[src/rtl/multicycle_ctrl_if.sv]
// Control bundle between the multicycle MIPS controller and its datapath.
// The controller connects through "master"; a datapath model connects through "slave".
interface multicycle_ctrl_if #(
  parameter int CNT_W = 16
);
  logic [5:0]       opcode;
  logic             mem_ready;
  logic             PCWrite;
  logic             PCWriteCond;
  logic             IorD;
  logic             MemRead;
  logic             MemWrite;
  logic             IRWrite;
  logic             MemtoReg;
  logic             RegDst;
  logic             RegWrite;
  logic             ALUSrcA;
  logic [1:0]       ALUSrcB;
  logic [1:0]       ALUOp;
  logic [1:0]       PCSource;
  logic [3:0]       state;
  logic             illegal_op;
  logic [CNT_W-1:0] instr_count;

  modport master (
    input  opcode, mem_ready,
    output PCWrite, PCWriteCond, IorD, MemRead, MemWrite, IRWrite, MemtoReg,
           RegDst, RegWrite, ALUSrcA, ALUSrcB, ALUOp, PCSource,
           state, illegal_op, instr_count
  );

  modport slave (
    output opcode, mem_ready,
    input  PCWrite, PCWriteCond, IorD, MemRead, MemWrite, IRWrite, MemtoReg,
           RegDst, RegWrite, ALUSrcA, ALUSrcB, ALUOp, PCSource,
           state, illegal_op, instr_count
  );
endinterface

[src/rtl/multicycle_ctrl.sv]
// Moore controller for the multicycle MIPS datapath: fetch/decode/execute/mem/writeback,
// stalling on mem_ready, with a retired-instruction counter and sticky illegal-opcode flag.
module multicycle_ctrl #(
  parameter int CNT_W = 16
) (
  input  logic                clk,
  input  logic                rst,
  multicycle_ctrl_if.master   bus
);

  typedef enum logic [3:0] {
    S_FETCH  = 4'd0,  S_DECODE = 4'd1,  S_MEMADR = 4'd2,  S_MEMRD  = 4'd3,
    S_MEMWB  = 4'd4,  S_MEMWR  = 4'd5,  S_EXEC   = 4'd6,  S_RCOMP  = 4'd7,
    S_BRANCH = 4'd8,  S_JUMP   = 4'd9,  S_ADDIEX = 4'd10, S_ADDIWB = 4'd11
  } state_e;

  typedef struct packed {
    logic       pc_write;
    logic       pc_write_cond;
    logic       i_or_d;
    logic       mem_read;
    logic       mem_write;
    logic       ir_write;
    logic       mem_to_reg;
    logic       reg_dst;
    logic       reg_write;
    logic       alu_src_a;
    logic [1:0] alu_src_b;
    logic [1:0] alu_op;
    logic [1:0] pc_source;
  } ctrl_t;

  localparam logic [5:0] OP_R    = 6'b000000;
  localparam logic [5:0] OP_LW   = 6'b100011;
  localparam logic [5:0] OP_SW   = 6'b101011;
  localparam logic [5:0] OP_BEQ  = 6'b000100;
  localparam logic [5:0] OP_J    = 6'b000010;
  localparam logic [5:0] OP_ADDI = 6'b001000;

  state_e           r_state;
  state_e           w_next;
  logic [5:0]       r_opcode;
  logic             r_illegal;
  logic [CNT_W-1:0] r_count;
  ctrl_t            w_ctrl;
  logic             w_illegal;
  logic             w_retire;

  // NOTE: sequential state uses non-blocking assignments so every register samples pre-edge values.
  always_ff @(posedge clk) begin
    if (rst) begin
      r_state   <= S_FETCH;
      r_opcode  <= '0;
      r_illegal <= 1'b0;
      r_count   <= '0;
    end else begin
      r_state <= w_next;
      if (r_state == S_DECODE) r_opcode <= bus.opcode;
      if (w_illegal)           r_illegal <= 1'b1;
      if (w_retire)            r_count <= r_count + 1'b1;
    end
  end

  // NOTE: every variable gets a default before the case so no path can infer a latch.
  always_comb begin
    w_next    = S_FETCH;
    w_ctrl    = '0;
    w_illegal = 1'b0;
    w_retire  = 1'b0;
    case (r_state)
      S_FETCH: begin
        w_ctrl.mem_read  = 1'b1;
        w_ctrl.alu_src_b = 2'b01;
        w_ctrl.pc_write  = bus.mem_ready;
        w_ctrl.ir_write  = bus.mem_ready;
        w_next           = bus.mem_ready ? S_DECODE : S_FETCH;
      end
      S_DECODE: begin
        w_ctrl.alu_src_b = 2'b11;
        case (bus.opcode)
          OP_LW, OP_SW: w_next = S_MEMADR;
          OP_R:         w_next = S_EXEC;
          OP_BEQ:       w_next = S_BRANCH;
          OP_J:         w_next = S_JUMP;
          OP_ADDI:      w_next = S_ADDIEX;
          default:      w_illegal = 1'b1;
        endcase
      end
      S_MEMADR: begin
        w_ctrl.alu_src_a = 1'b1;
        w_ctrl.alu_src_b = 2'b10;
        // IR may already be changing; branch on the opcode captured at decode.
        w_next = (r_opcode == OP_LW) ? S_MEMRD : S_MEMWR;
      end
      S_MEMRD: begin
        w_ctrl.mem_read = 1'b1;
        w_ctrl.i_or_d   = 1'b1;
        w_next          = bus.mem_ready ? S_MEMWB : S_MEMRD;
      end
      S_MEMWB: begin
        w_ctrl.reg_write  = 1'b1;
        w_ctrl.mem_to_reg = 1'b1;
        w_retire          = 1'b1;
      end
      S_MEMWR: begin
        w_ctrl.mem_write = 1'b1;
        w_ctrl.i_or_d    = 1'b1;
        w_retire         = bus.mem_ready;
        w_next           = bus.mem_ready ? S_FETCH : S_MEMWR;
      end
      S_EXEC: begin
        w_ctrl.alu_src_a = 1'b1;
        w_ctrl.alu_op    = 2'b10;
        w_next           = S_RCOMP;
      end
      S_RCOMP: begin
        w_ctrl.reg_write = 1'b1;
        w_ctrl.reg_dst   = 1'b1;
        w_retire         = 1'b1;
      end
      S_BRANCH: begin
        w_ctrl.alu_src_a     = 1'b1;
        w_ctrl.alu_op        = 2'b01;
        w_ctrl.pc_write_cond = 1'b1;
        w_ctrl.pc_source     = 2'b01;
        w_retire             = 1'b1;
      end
      S_JUMP: begin
        w_ctrl.pc_write  = 1'b1;
        w_ctrl.pc_source = 2'b10;
        w_retire         = 1'b1;
      end
      S_ADDIEX: begin
        w_ctrl.alu_src_a = 1'b1;
        w_ctrl.alu_src_b = 2'b10;
        w_next           = S_ADDIWB;
      end
      S_ADDIWB: begin
        w_ctrl.reg_write = 1'b1;
        w_retire         = 1'b1;
      end
      default: ;
    endcase
    if (rst) w_ctrl = '0;
  end

  assign bus.PCWrite     = w_ctrl.pc_write;
  assign bus.PCWriteCond = w_ctrl.pc_write_cond;
  assign bus.IorD        = w_ctrl.i_or_d;
  assign bus.MemRead     = w_ctrl.mem_read;
  assign bus.MemWrite    = w_ctrl.mem_write;
  assign bus.IRWrite     = w_ctrl.ir_write;
  assign bus.MemtoReg    = w_ctrl.mem_to_reg;
  assign bus.RegDst      = w_ctrl.reg_dst;
  assign bus.RegWrite    = w_ctrl.reg_write;
  assign bus.ALUSrcA     = w_ctrl.alu_src_a;
  assign bus.ALUSrcB     = w_ctrl.alu_src_b;
  assign bus.ALUOp       = w_ctrl.alu_op;
  assign bus.PCSource    = w_ctrl.pc_source;
  assign bus.state       = r_state;
  assign bus.illegal_op  = r_illegal;
  assign bus.instr_count = r_count;

endmodule

[src/flat_wrapper.sv]
// flat-port wrapper written by rule: the top's interface ports become plain ports
module multicycle_ctrl_flat 
#(
  parameter int CNT_W = 16
)
  (clk, rst, bus_opcode, bus_mem_ready, bus_PCWrite, bus_PCWriteCond, bus_IorD, bus_MemRead, bus_MemWrite, bus_IRWrite, bus_MemtoReg, bus_RegDst, bus_RegWrite, bus_ALUSrcA, bus_ALUSrcB, bus_ALUOp, bus_PCSource, bus_state, bus_illegal_op, bus_instr_count);
  multicycle_ctrl_if #(.CNT_W(CNT_W)) bus_i ();
  input  logic clk;
  input  logic rst;
  input wire logic [$bits(bus_i.opcode)-1:0] bus_opcode;
  input wire logic [$bits(bus_i.mem_ready)-1:0] bus_mem_ready;
  output wire logic [$bits(bus_i.PCWrite)-1:0] bus_PCWrite;
  output wire logic [$bits(bus_i.PCWriteCond)-1:0] bus_PCWriteCond;
  output wire logic [$bits(bus_i.IorD)-1:0] bus_IorD;
  output wire logic [$bits(bus_i.MemRead)-1:0] bus_MemRead;
  output wire logic [$bits(bus_i.MemWrite)-1:0] bus_MemWrite;
  output wire logic [$bits(bus_i.IRWrite)-1:0] bus_IRWrite;
  output wire logic [$bits(bus_i.MemtoReg)-1:0] bus_MemtoReg;
  output wire logic [$bits(bus_i.RegDst)-1:0] bus_RegDst;
  output wire logic [$bits(bus_i.RegWrite)-1:0] bus_RegWrite;
  output wire logic [$bits(bus_i.ALUSrcA)-1:0] bus_ALUSrcA;
  output wire logic [$bits(bus_i.ALUSrcB)-1:0] bus_ALUSrcB;
  output wire logic [$bits(bus_i.ALUOp)-1:0] bus_ALUOp;
  output wire logic [$bits(bus_i.PCSource)-1:0] bus_PCSource;
  output wire logic [$bits(bus_i.state)-1:0] bus_state;
  output wire logic [$bits(bus_i.illegal_op)-1:0] bus_illegal_op;
  output wire logic [$bits(bus_i.instr_count)-1:0] bus_instr_count;
  assign bus_i.opcode = bus_opcode;
  assign bus_i.mem_ready = bus_mem_ready;
  assign bus_PCWrite = bus_i.PCWrite;
  assign bus_PCWriteCond = bus_i.PCWriteCond;
  assign bus_IorD = bus_i.IorD;
  assign bus_MemRead = bus_i.MemRead;
  assign bus_MemWrite = bus_i.MemWrite;
  assign bus_IRWrite = bus_i.IRWrite;
  assign bus_MemtoReg = bus_i.MemtoReg;
  assign bus_RegDst = bus_i.RegDst;
  assign bus_RegWrite = bus_i.RegWrite;
  assign bus_ALUSrcA = bus_i.ALUSrcA;
  assign bus_ALUSrcB = bus_i.ALUSrcB;
  assign bus_ALUOp = bus_i.ALUOp;
  assign bus_PCSource = bus_i.PCSource;
  assign bus_state = bus_i.state;
  assign bus_illegal_op = bus_i.illegal_op;
  assign bus_instr_count = bus_i.instr_count;
  multicycle_ctrl #(.CNT_W(CNT_W)) u_core (.clk(clk), .rst(rst), .bus(bus_i));
endmodule
[config.mk]
export PLATFORM = sky130hd
export DESIGN_NAME = multicycle_ctrl_flat
export DESIGN_NICKNAME = d
export VERILOG_FILES = /design/src/rtl/multicycle_ctrl_if.sv /design/src/rtl/multicycle_ctrl.sv /design/src/flat_wrapper.sv
export SDC_FILE = /design/constraint.sdc
export NUM_CORES = 1
export LEC_CHECK = 0
export CAP_MARGIN = 20
export CORE_MARGIN = 4
export CORE_UTILIZATION = 36
export DETAILED_ROUTE_END_ITERATION = 10
export HOLD_SLACK_MARGIN = 0.05
export PLACE_DENSITY_LB_ADDON = 0.05
export SKIP_CTS_REPAIR_TIMING = 1
export SLEW_MARGIN = 5
export SYNTH_ARGS = -nofsm -noshare
export SYNTH_HDL_FRONTEND = slang
export SYNTH_SLANG_ARGS = --single-unit
[constraint.sdc]
create_clock -name clk -period 3.1 [get_ports clk]
set_clock_uncertainty 0.2 [all_clocks]
set_input_delay 0.31 -clock clk [delete_from_list [all_inputs] [get_ports clk]]
set_output_delay 0.31 -clock clk [all_outputs]
set_load 0.1 [all_outputs]
Word level (Yosys, flattened, before mapping). Cells that the tools add are included.

Logic and storage cells: 55. Input port bits: 9. Bits in latches: 0. Register bits after elaboration: 27. Memories: 0. Memory bits (writable): 0. Memory bits (read-only): 0. Output and inout bits: 37.

Mux-type cells: 23. Add/subtract/negate cells: 1. Bitwise logic cells: 0. $lt $le $gt $ge: 0. $mul: 0. Divide/modulo/power cells: 0. Equal/unequal tests: 17. Reductions and logical operators: 10. Shift-type cells: 0.

Operator list (count): $pmux W4 S7 (1); $pmux W4 S5 (1); $eq A6 B6 Y1 const B (3); $add A16 B1 Y16 const B (1); $eq A4 B3 Y1 const B (4); $eq A4 B4 Y1 const B (4); $mux W16 (1); $mux W1 (12); $mux W3 (3); $eq A4 B2 Y1 const B (2); $pmux W2 S2 (2); $reduce_or A2 Y1 (4); $eq A6 B2 Y1 const B (1); $eq A6 B3 Y1 const B (1); $eq A6 B4 Y1 const B (1); $logic_not A6 Y1 (1); $pmux W2 S3 (1); $reduce_or A6 Y1 (1); $reduce_or A5 Y1 (1); $eq A4 B1 Y1 const B (1); $logic_not A4 Y1 (1); $pmux W1 S2 (2); $reduce_or A4 Y1 (1); $reduce_or A3 Y1 (1).

Longest topological paths before layout.
Word-level depth: 4. Mapped depth: 6. Depth with buffers taken out: 5.

Worst setup path after synthesis. OpenSTA, ideal clock, no wires.

Kind: register -> output. From: reg u_core.r_state[3] (netlist: u_core.bus.state[3]). To: out bus_ALUSrcA. Required time: 2.590 ns. Arrival time: 6.351 ns. Setup slack: -3.761 ns. Cell stages (with the launch flop): 5. Path buffers: 2. Path through: dfxtp_1 buf_1 clkbuf_1 nor2_1 a2111oi_0.

Word-level cells in the longest chain between the ends: 4. Elaborated cells on any way between the ends: 7. Those cells by class: 4 x eq/ne; 2 x mux; 1 x reduce/logical.

RTL lines: from (decl) (line multicycle_ctrl.sv:40) `state_e r_state;`; from (signal assigned) (line multicycle_ctrl.sv:57) `r_state <= w_next;`; $eq A4 B2 Y1 (tied with other cells) (line multicycle_ctrl.sv:70) `case (r_state)`; $reduce_or A4 Y1 (no source line) *; $mux W1 * (line multicycle_ctrl.sv:70); $mux W16 * (line multicycle_ctrl.sv:144) `if (rst) w_ctrl = '0;`; to (decl) (line flat_wrapper.sv:21) `output wire logic [$bits(bus_i.ALUSrcA)-1:0] bus_ALUSrcA;`.

Every way passes the cells marked *; elsewhere a longest branch is shown, timed or not.

Final worst setup path.
From: in bus_mem_ready. To: reg u_core.r_count[13] (netlist: u_core.bus.instr_count[13]).

Word-level cells in the longest chain between the ends: 1.

RTL lines: from (decl) (line flat_wrapper.sv:11) `input wire logic [$bits(bus_i.mem_ready)-1:0] bus_mem_ready;`; $pmux W1 S2 (line multicycle_ctrl.sv:70); to (signal assigned) (line multicycle_ctrl.sv:60) `if (w_retire) r_count <= r_count + 1'b1;`; to (decl) (line multicycle_ctrl.sv:44) `logic [CNT_W-1:0] r_count;`.

No other way between the ends. A chain may end at the register's enable or synchronous reset.

==> reports/results.tsv <==
stage	metric	value	unit
floorplanning	die_y	74.1	um
placed_design	gp_congestion	0.837	
global_routing	grt_pass1_vias	1536	
timing	period_minus_slack	2490	ps
floorplanning	die_w	74.1	um
placed_design	dp_slack	309	ps
drt	via_count	1652	
clock_tree	cts-buffers-inserted	3	
critical_path	worstPathMaxFanout	27	
logic_synthesis	synth_edf_count	0	
logic_synthesis	async_reset_ff_frac	0	
power_and_ir_drop	peakVddDrop	0.191	mV
timing	finalHoldViolCount	0	
clock_tree	clkTransAtPathRegs	90	ps
floorplanning	num_rows	23	
layout	area_growth	45.1	%
timing	worst_hold_slack	267	ps
outcome	status	finished clean	
critical_path	cp-end-kind	flip-flop	
job	drv_cap	0	
floorplanning	core	4120	um2
timing	slew_viol_final	0	
logic_synthesis	netlist_area	1570	um2
hold_path	hold_class	reg2reg	
logic_synthesis	yosysTopAreaCellShare	0.344	
layout	n_antenna_cell	0	
logic_synthesis	yosys-top-cells-area	dfxtp_1, a21oi_1, nand2_1, nor3_1, o31ai_1	
logic_synthesis	syn_area_per_cell	7.63	um2
timing	setup_tns	0	ps
global_routing	grt_max_degree	28	
layout	final_nets	252	
layout	fin_cells	291	
logic_synthesis	yosys.area.top_type	dfxtp_1	
drt	antenna_left	0	
clock_tree	cts_num_sinks	27	
drt	wl_per_cell	15.4	um
timing	setup_viol	0	
drt	drc	0	
drt	drt_iter0_markers	107	
drt	vias_per_cell	5.68	
clock_tree	cts_max_path_buffers	2	
logic_synthesis	yosys_warnings	0	
timing	rsz0062_at_grt	false	
critical_path	required	3070	ps
drt	postRouteWirelength	4.47	mm
timing	finalCritPeriodShare	0.805	
global_routing	grtUsageTotal	0.164	
critical_path	critical_path_class	in2reg	
timing	max-slew-margin-rel	0.514	
global_routing	antenna_found_initial	0	
clock_tree	cts_tree	yes	
timing	fmax	401	MHz
global_routing	grt_pass1_wl	7.21	mm
global_routing	grt_overflow	0	
logic_synthesis	syn-num-nets	216	
placed_design	dp_hpwl	3.30	mm
logic_synthesis	seq_area_frac_synth	0.344	
clock_tree	cts-root-buf	clkbuf_8	
placed_design	post-place-cells	287	
drt	first_pass_iters	4	
logic_synthesis	ys.flop_type	dfxtp_1	
power_and_ir_drop	leakagePower	0.781	nW
clock_tree	htreeDepth	1	
layout	drive_gt1_frac	0.257	
floorplanning	start_util	0.382	
logic_synthesis	ys_ff_latch	27	
logic_synthesis	synth_cells	206	
timing	tightest_slew	728	ps
power_and_ir_drop	powerDensity	304	nW/um2
critical_path	crit_path_start_kind	primary input	
floorplanning	io_pins	46	
critical_path	cp.arrival	2460	ps
timing	setup_slack	606	ps
floorplanning	dieArea	5490	um2
clock_tree	insertion_delay	270	ps
placed_design	portBuffers	45	
logic_synthesis	yosysUniqueCellTypes	44	
[cells by family after synthesis]
group,count (synthesis),share of synthesized area
flops,27,0.344
compound gates,53,0.204
xor+xnor,4,0.0223
simple gates,97,0.340
fa+ha+maj,1,0.00795
mux,4,0.0270
buf+inv,20,0.0557
[per-layer routing]
layer	GRT usage	part of all wire	up-vias
met5	0	0	-
met4	0.0463	0.011	0
met3	0.0270	0.054	6
met2	0.297	0.51	51
met1	0.199	0.42	765
li1	-	-	830
[cells in the final DEF (no fill, tap or decap), types with 2 or more instances in the layout]
cell              n
clkdlybuf4s50_1   8
dfxtp_2           3
o21ai_0          10
a31oi_1           2
nand3_1           9
dfxtp_1          23
nor3_4            2
a21oi_1          23
inv_1             4
or3_1             5
a32oi_1           2
nor2_1           10
buf_12           16
nand2_1          20
clkbuf_8          3
and3_1            6
mux2i_1           2
or2_2             2
nor3_1           10
buf_4            23
and4_1            3
xor2_1            3
nor2_2            3
nor2b_1           3
or4_1             8
o31ai_1           8
mux2_2            2
nand2b_1          4
[per-stage QoR]
stage,power (W),util,area (um2)
final,0.000693,0.555,2280
after global placement,0.000498,0.543,2230
after CTS,0.000704,0.555,2280
after detailed placement,0.000500,0.543,2230
after global routing,0.000725,0.555,2280
after floorplan,0.000451,-,1670
[power breakdown]
group / switching (W) / internal [W]
Combinational: 0.0000863 / 0.0000442
Clock: 0.000110 / 0.0000911
Sequential: 0.00000911 / 0.000352
Total: 0.000206 / 0.000487
[path summary, 6_finish.rpt]
path / startpoint / to / slack, ps / cells past startpoint
max: bus_mem_ready / u_core.bus.instr_count[13] / 610 / 5
min: u_core.r_opcode[2] / u_core.r_opcode[2] / 270 / 2
max reg2reg: u_core.bus.state[0] / u_core.bus.instr_count[13] / 610 / 4
min reg2reg: u_core.r_opcode[2] / u_core.r_opcode[2] / 270 / 2
[cell type report]
cell class	instances	area, um2
multi-input cells	159	1030
flip-flops and latches	27	548
clock inverters	1	7.51
well taps	50	62.6
clock buffers	3	41.3
inverters	4	15.0
fillers	392	1830
repair buffers	47	573
[critical path, cell delays in order]
cell and delay (ps):
clkdlybuf4s50_1 530, nor4bb_1 580, a2111o_1 640, nor4_2 110, mux2_2 290
[sequential cells by signal, summed over array words and instances (netlist names)]
signal and flops:
u_core.bus.instr_count 16, u_core.bus.illegal_op 1, u_core.r_opcode 6, u_core.bus.state 4
[Yosys cell counts, types with 4 or more instances]
cell type / instances
a21oi_1: 24
and3_1: 6
clkbuf_1: 9
dfxtp_1: 27
inv_1: 4
nand2_1: 20
nand2b_1: 4
nand3_1: 9
nor2_1: 14
nor3_1: 12
o21ai_0: 10
o31ai_1: 8
or3_1: 5
or4_1: 8
Power figures use the tool's default switching activity.
